$ cat src/rtl/wb_pkg.sv
// Shared constants and the write-back request record used by the write-port arbiter.
package wb_pkg;

  localparam int XLEN  = 32;
  localparam int RADDR = 5;

  typedef struct packed {
    logic             valid;
    logic [RADDR-1:0] rd;
    logic [XLEN-1:0]  data;
  } wb_req_t;

endpackage

$ cat src/rtl/wb_result_fifo.sv
// Small synchronous FIFO of write-back requests; head is the oldest entry, valid when !empty.
module wb_result_fifo
  import wb_pkg::*;
#(
  parameter type T     = wb_req_t,
  parameter int  DEPTH = 2,
  localparam int AW    = $clog2(DEPTH),
  localparam int CW    = AW + 1
) (
  input  logic          clk,
  input  logic          rst,
  input  logic          push,
  input  logic          pop,
  input  T              din,
  output logic [CW-1:0] count,
  output T              head,
  output logic          full,
  output logic          empty
);

  localparam logic [CW-1:0] DEPTH_C = CW'(DEPTH);

  T              mem [DEPTH];
  logic [AW-1:0] wr_ptr;
  logic [AW-1:0] rd_ptr;
  logic          do_push;
  logic          do_pop;

  assign full    = (count == DEPTH_C);
  assign empty   = (count == '0);
  assign do_push = push && !full;
  assign do_pop  = pop && !empty;
  assign head    = mem[rd_ptr];

  // Pointers wrap naturally because DEPTH is a power of two.
  always_ff @(posedge clk) begin
    if (rst) begin
      wr_ptr <= '0;
      rd_ptr <= '0;
      count  <= '0;
    end else begin
      if (do_push) wr_ptr <= wr_ptr + 1'b1;
      if (do_pop)  rd_ptr <= rd_ptr + 1'b1;
      case ({do_push, do_pop})
        2'b10:   count <= count + 1'b1;
        2'b01:   count <= count - 1'b1;
        default: count <= count;
      endcase
    end
  end

  // NOTE: storage is deliberately not reset; emptiness is tracked by count, so stale data is never observed.
  always_ff @(posedge clk) begin
    if (do_push) mem[wr_ptr] <= din;
  end

endmodule

$ cat src/rtl/wb_port_arbiter.sv
// Shares the register-file write port between the pipeline write-back and a queued long-latency unit.
module wb_port_arbiter
  import wb_pkg::*;
#(
  parameter int XLEN       = wb_pkg::XLEN,
  parameter int RADDR      = wb_pkg::RADDR,
  parameter int QDEPTH     = 2,
  parameter int STARVE_MAX = 4
) (
  input  logic             clk,
  input  logic             rst,
  input  logic             pipe_valid,
  input  logic [RADDR-1:0] pipe_rd,
  input  logic [XLEN-1:0]  pipe_data,
  output logic             pipe_stall,
  input  logic             lu_valid,
  output logic             lu_ready,
  input  logic [RADDR-1:0] lu_rd,
  input  logic [XLEN-1:0]  lu_data,
  output logic             rf_we,
  output logic [RADDR-1:0] rf_waddr,
  output logic [XLEN-1:0]  rf_wdata
);

  typedef struct packed {
    logic             valid;
    logic [RADDR-1:0] rd;
    logic [XLEN-1:0]  data;
  } entry_t;

  localparam int CW = $clog2(QDEPTH) + 1;
  localparam int SW = (STARVE_MAX > 1) ? $clog2(STARVE_MAX) : 1;
  localparam logic [CW-1:0] QDEPTH_C    = CW'(QDEPTH);
  localparam logic [SW-1:0] STARVE_LAST = SW'(STARVE_MAX - 1);

  entry_t          q_din;
  entry_t          q_head;
  logic [CW-1:0]   q_count;
  logic            q_full;
  logic            q_empty;
  logic            q_push;
  logic            pipe_req;
  logic            q_req;
  logic            forced;
  logic            head_win;
  logic            pipe_win;
  logic [SW-1:0]   starve_cnt;

  assign q_din  = '{valid: 1'b1, rd: lu_rd, data: lu_data};
  // Intake depends only on reset and the pre-pop occupancy, so a full queue refuses even when it pops.
  assign lu_ready = !rst && (q_count < QDEPTH_C);
  assign q_push   = lu_valid && lu_ready && (lu_rd != '0);

  wb_result_fifo #(
    .T     (entry_t),
    .DEPTH (QDEPTH)
  ) u_fifo (
    .clk   (clk),
    .rst   (rst),
    .push  (q_push),
    .pop   (head_win),
    .din   (q_din),
    .count (q_count),
    .head  (q_head),
    .full  (q_full),
    .empty (q_empty)
  );

  // NOTE: every always_comb output gets a default first so no path can infer a latch.
  always_comb begin
    pipe_req   = pipe_valid && (pipe_rd != '0);
    q_req      = !q_empty && q_head.valid;
    forced     = (starve_cnt == STARVE_LAST) || q_full;
    head_win   = 1'b0;
    pipe_win   = 1'b0;
    rf_we      = 1'b0;
    rf_waddr   = '0;
    rf_wdata   = '0;
    pipe_stall = 1'b0;
    if (!rst) begin
      if (q_req && (!pipe_req || forced)) begin
        head_win   = 1'b1;
        rf_we      = 1'b1;
        rf_waddr   = q_head.rd;
        rf_wdata   = q_head.data;
        pipe_stall = pipe_req;
      end else if (pipe_req) begin
        pipe_win = 1'b1;
        rf_we    = 1'b1;
        rf_waddr = pipe_rd;
        rf_wdata = pipe_data;
      end
    end
  end

  // NOTE: sequential state uses non-blocking assignments so every flop samples pre-edge values.
  always_ff @(posedge clk) begin
    if (rst || head_win || q_empty) begin
      starve_cnt <= '0;
    end else if (q_req && pipe_win && (starve_cnt != STARVE_LAST)) begin
      starve_cnt <= starve_cnt + 1'b1;
    end
  end

endmodule

$ cat config.mk
export PLATFORM = sky130hd
export DESIGN_NAME = wb_port_arbiter
export DESIGN_NICKNAME = d
export VERILOG_FILES = /design/src/rtl/wb_pkg.sv /design/src/rtl/wb_result_fifo.sv /design/src/rtl/wb_port_arbiter.sv
export SDC_FILE = /design/constraint.sdc
export NUM_CORES = 1
export LEC_CHECK = 0
export CAP_MARGIN = 10
export CORE_MARGIN = 1
export CORE_UTILIZATION = 49
export CTS_CLUSTER_DIAMETER = 80
export DETAILED_ROUTE_END_ITERATION = 6
export PLACE_DENSITY = 0.89
export SYNTH_ARGS = -nofsm -noshare
export SYNTH_HDL_FRONTEND = slang
export SYNTH_HIERARCHICAL = 1
export SYNTH_SLANG_ARGS = --single-unit
$ cat constraint.sdc
create_clock -name clk -period 4.74 [get_ports clk]
set_clock_uncertainty 0.2 [all_clocks]
set_input_delay 0.474 -clock clk [delete_from_list [all_inputs] [get_ports clk]]
set_output_delay 0.474 -clock clk [all_outputs]
set_load 0.05 [all_outputs]
Yosys cells after proc, flatten, opt, wreduce, memory -nomap -nowiden --
Memories as Yosys holds them, arrays and structs flattened. A register that Yosys moved wholly into a read port is not among the register bits. Cells that the tools add are included.
Cells by class: add/sub/neg operators 5, order comparisons 1, equal/unequal tests 5, mux-type cells 20, reduce and logical (&&, ||, !) cells 22
Operators with widths (count):
- $mux W32 | 3
- $mux W5 | 3
- $mux W1 | 13
- $reduce_bool A5 Y1 | 2
- $logic_and A1 B1 Y1 | 9
- $eq A2 B2 Y1 const B | 3
- $add A2 B1 Y2 const B | 2
- $logic_not A1 Y1 | 4
- $logic_or A1 B1 Y1 | 4
- $pmux W2 S2 | 1
- $add A1 B1 Y1 const B | 2
- $eq A2 B1 Y1 const B | 1
- $logic_not A2 Y1 | 1
- $lt A2 B2 Y1 const B | 1
- $ne A2 B2 Y1 const B | 1
- $reduce_bool A2 Y1 | 1
- $sub A2 B1 Y2 const B | 1
- $logic_and A1 B1 Y1 const B | 1
Word-level totals: register bits 6, bits in writable memories 74, bits of input ports 78, logic and storage cells 58, memories kept 1
Memory list:
- u_fifo.mem | depth 2, bits a word 37, rd ports 1, clocked after Yosys merged registers in 1, write ports 1, line wb_result_fifo.sv:23 | T mem [DEPTH];

Logic depth before layout (Yosys ltp) --
depth after elaboration 10, mapped depth 11, mapped depth without buffers 10

By module --
Netlist, hierarchy kept.
Modules (own cells, without submodules):
- wb_result_fifo | instances 1, cells each 144, area an instance 2954.1 um2, sequential area each 2382.3 um2
- wb_port_arbiter | instances 1, cells each 74, area an instance 609.3 um2, sequential area each 40.0 um2

Least setup slack after synthesis --
No wires, ideal clock.
path type input to output, start point input port pipe_rd[4], end point output port rf_waddr[3], arrival time 2825 ps, required time 4066 ps, setup slack 1241 ps, stages on the path 3, path buffers 0, cells stage by stage or3_1 o311a_4 o41ai_1
Between the ends: cells in the longest elaborated chain, start to end 7, elaborated cells on any way between the ends 8, classes of those cells mux (3); reduce/logical (5)
RTL lines:
- start: declaration | line wb_port_arbiter.sv:13 | input logic [RADDR-1:0] pipe_rd,
- $reduce_bool A5 Y1 * | line wb_port_arbiter.sv:71 | pipe_req = pipe_valid && (pipe_rd != '0);
- $logic_and A1 B1 Y1 * | line wb_port_arbiter.sv:71
- $logic_not A1 Y1 | line wb_port_arbiter.sv:81 | if (q_req && (!pipe_req || forced)) begin
- $logic_or A1 B1 Y1 | line wb_port_arbiter.sv:81
- $logic_and A1 B1 Y1 | line wb_port_arbiter.sv:81
- $mux W5 * | line wb_port_arbiter.sv:81
- $mux W5 * | line wb_port_arbiter.sv:80 | if (!rst) begin
- end: declaration | line wb_port_arbiter.sv:21 | output logic [RADDR-1:0] rf_waddr,
Every way passes the cells marked *; elsewhere a longest branch is shown, timed or not.

Worst setup path after layout --
start point input port pipe_rd[4], end point output port rf_waddr[2]
The elaborated chain is that of the path after synthesis.

==> results.json <==
{
  "grt_busiest_layer": "met2",
  "grt_util_met1_pct": 23.3,
  "cts-hold-fix-buffers": 0,
  "whs_path_depth": 2,
  "final-max-slew-violation-count": 0,
  "setup_viol_count_final": 0,
  "dp_slack_ps": 1050,
  "whs_ps": 293,
  "synth_cells": 218,
  "worst_r2r_startpoint": "u_fifo/count[1]",
  "ys_seq_elements": 83,
  "arrival_ps": 2990,
  "diodes": 0,
  "synth_common_cells": "edfxtp_1 (76), mux2_2 (27), a22o_1 (23), a22o_2 (13), mux2_1 (11)",
  "critPathMaxFanout": 22,
  "critPathRequiredTime_ps": 4070,
  "vias_per_cell": 5.31,
  "drv_cap": 0,
  "cts_tree": "built",
  "hp-start": "u_fifo/wr_ptr",
  "period_minus_slack_ps": 3660,
  "yosysTopAreaCell": "edfxtp_1",
  "clock-sinks": 83,
  "placement_rows": 30,
  "synth.most_common_cell": "edfxtp_1",
  "die_w_um": 87.3,
  "fmax_mhz": 273,
  "tightest_slew_ps": 970,
  "whs_endpoint": "u_fifo/wr_ptr",
  "r2r-end": "u_fifo/count[1]",
  "fin_crit_sh_pct": 77.3,
  "yosys_warnings": 6,
  "routed_wl_um": 7220,
  "post-dp-hpwl_um": 4880,
  "grt_use_met3_pct": 4.08,
  "drt_iter0_drc": 73,
  "clkLatencyLatePin_ps": 330,
  "reg2reg_depth": 7,
  "numCtsBuffers": 9,
  "root_buffer": "clkbuf_8",
  "powerDensity_mw_per_mm2": 316,
  "cts_buffer_depth": 2,
  "max_slew_margin_pct": 35.4,
  "htree_num_levels": 3,
  "grt_max_degree": 39,
  "outcome": "completed",
  "fin_nets": 419,
  "post_drt_wl_per_cell_um": 16.5,
  "grt_usage_pct": 19.5,
  "dieArea_mm2": 0.00762,
  "via_count": 2332,
  "core_region_area_mm2": 0.00691,
  "p_leak_nw": 1.79,
  "critPathCaptureType": "primary output",
  "synth-edff-count": 76,
  "ctsResizeCount": 0,
  "ys_seq_area_share_pct": 68.0,
  "netlist_area_mm2": 0.00356,
  "syn_to_final_growth_pct": 38.1,
  "fp.dieH_um": 87.3,
  "start_util_pct": 51.6,
  "final_layout_size_suffix_gt1_share_pct": 29.4,
  "fin_ws_ps": 1080,
  "finalWeightedCongestion": 0.701,
  "hold_viol_final": 0,
  "drc": 0,
  "vdd_ir_drop_max_mv": 0.190,
  "grt_pass1_wl_um": 10800,
  "yosysTopAreaCellShare_pct": 64.0,
  "r2r_setup_slack_ps": 2020,
  "nFillCells": 484,
  "synthDistinctLibCells": 34,
  "hold_path_class": "reg2reg",
  "post_cts_buffers": 0,
  "port_buffers": 117,
  "grt_pass1_vias": 2328,
  "path_clk_slew_ps": 80,
  "multi_input_area_mm2": 0.00105,
  "path_class": "in2out",
  "syn_area_per_cell_um2": 16.3,
  "finalSetupTns_ps": 0,
  "ys_dominant_reg_cell": "edfxtp_1",
  "ios": 118,
  "overflow": 0,
  "synthArstFlopShare_pct": 0,
  "register_area_mm2": 0.00242,
  "synth_area_leaders": "edfxtp_1 (64%), mux2_2 (8.5%), a22o_1 (5.7%)",
  "critPathLaunchType": "input port",
  "grt_antenna_before_repair": 0,
  "grt_setup_unrepaired": "no",
  "met2_usage_pct": 33.5,
  "ant_nets": 0,
  "first_pass_iters": 4
}
[worst max-delay path by stage]
stage | startpoint | to | slack (ps) | depth (start not counted)
after floorplan | pipe_rd[4] | rf_waddr[3] | 1240 | 3
after global placement | pipe_rd[4] | rf_waddr[4] | 1130 | 7
after detailed placement | pipe_rd[4] | rf_waddr[2] | 1050 | 7
after CTS | pipe_rd[4] | rf_waddr[2] | 1040 | 7
after global routing | pipe_rd[4] | rf_wdata[25] | 910 | 7
final | pipe_rd[4] | rf_waddr[2] | 1080 | 7
[power breakdown]
group	internal (mW)	total [mW]	switching (mW)
combinational	0.114	0.243	0.130
clock	0.239	0.476	0.237
sequential	0.828	0.835	0.00714
total	1.18	1.55	0.373
[sequential cells by signal, summed over array words and instances, names as in the netlist, named ones only]
signal / cells
u_fifo/mem: 76
starve_cnt: 2
u_fifo/count: 2
u_fifo/rd_ptr: 1
u_fifo/wr_ptr: 1
[metal layers]
| layer | vias to the layer above | wire, µm |
|---|---|---|
| met1 | 1124 | 3030 |
| met4 | 0 | 136 |
| li1 | 1106 | - |
| met2 | 86 | 3620 |
| met3 | 16 | 438 |
| met5 | - | 0 |
[cell families (layout without fill, tap and decap cells)]
logic type	count (synthesis)	after routing	synth area share, %
flip-flops	83	83	68.0
AO/OA/AOI/OAI	50	50	12.1
multiplexers	38	38	12.0
AND/OR/NAND/NOR	24	24	3.69
buffers and inverters	17	141	2.67
XOR/XNOR	3	3	0.737
adder cells (fa/ha/maj)	2	2	0.702
other	1	2	0.105
[critical path, cell delays in order]
cell and delay [ps]:
clkdlybuf4s50_1 410, or3_1 410, o311a_4 360, nor3_4 540, buf_4 380, a22o_1 190, buf_4 200
[cell type report]
| type | instances | share of cell area (%) |
|---|---|---|
| Clock inverter | 5 | 1.12 |
| Inverter | 5 | 0.381 |
| Clock buffer | 10 | 2.59 |
| Tap cell | 96 | 2.44 |
| Timing Repair Buffer | 121 | 22.8 |
| Sequential cell | 83 | 49.2 |
| Multi-Input combinational cell | 119 | 21.4 |
[cells in the final DEF (no fill, tap or decap), types with 2 or more instances in the layout]
cell type,netlist,layout
clkinv_2,0,2
buf_4,0,39
clkdlybuf4s50_1,0,81
clkbuf_8,0,9
a22o_2,13,13
inv_1,4,4
a22o_1,23,23
or3_1,3,3
o21ai_0,3,3
nor3_1,3,3
edfxtp_1,76,76
ha_1,2,2
nand2_1,2,2
a21oi_1,5,5
dfxtp_1,7,6
mux2_1,11,11
conb_1,1,2
mux2_2,27,27
clkinvlp_4,0,2
xnor2_1,2,2
nor2_1,9,8
[per-stage QoR]
step	instance area [µm²]	power [mW]	utilization [%]	std cells
2_1_floorplan	3570	0.982	-	219
5_1_grt	4920	1.61	71.3	439
6_report	4920	1.55	71.3	439
4_1_cts	4920	1.56	71.3	439
3_3_place_gp	4740	1.09	68.6	424
3_5_place_dp	4740	1.10	68.6	424
Power figures use the tool's default switching activity.
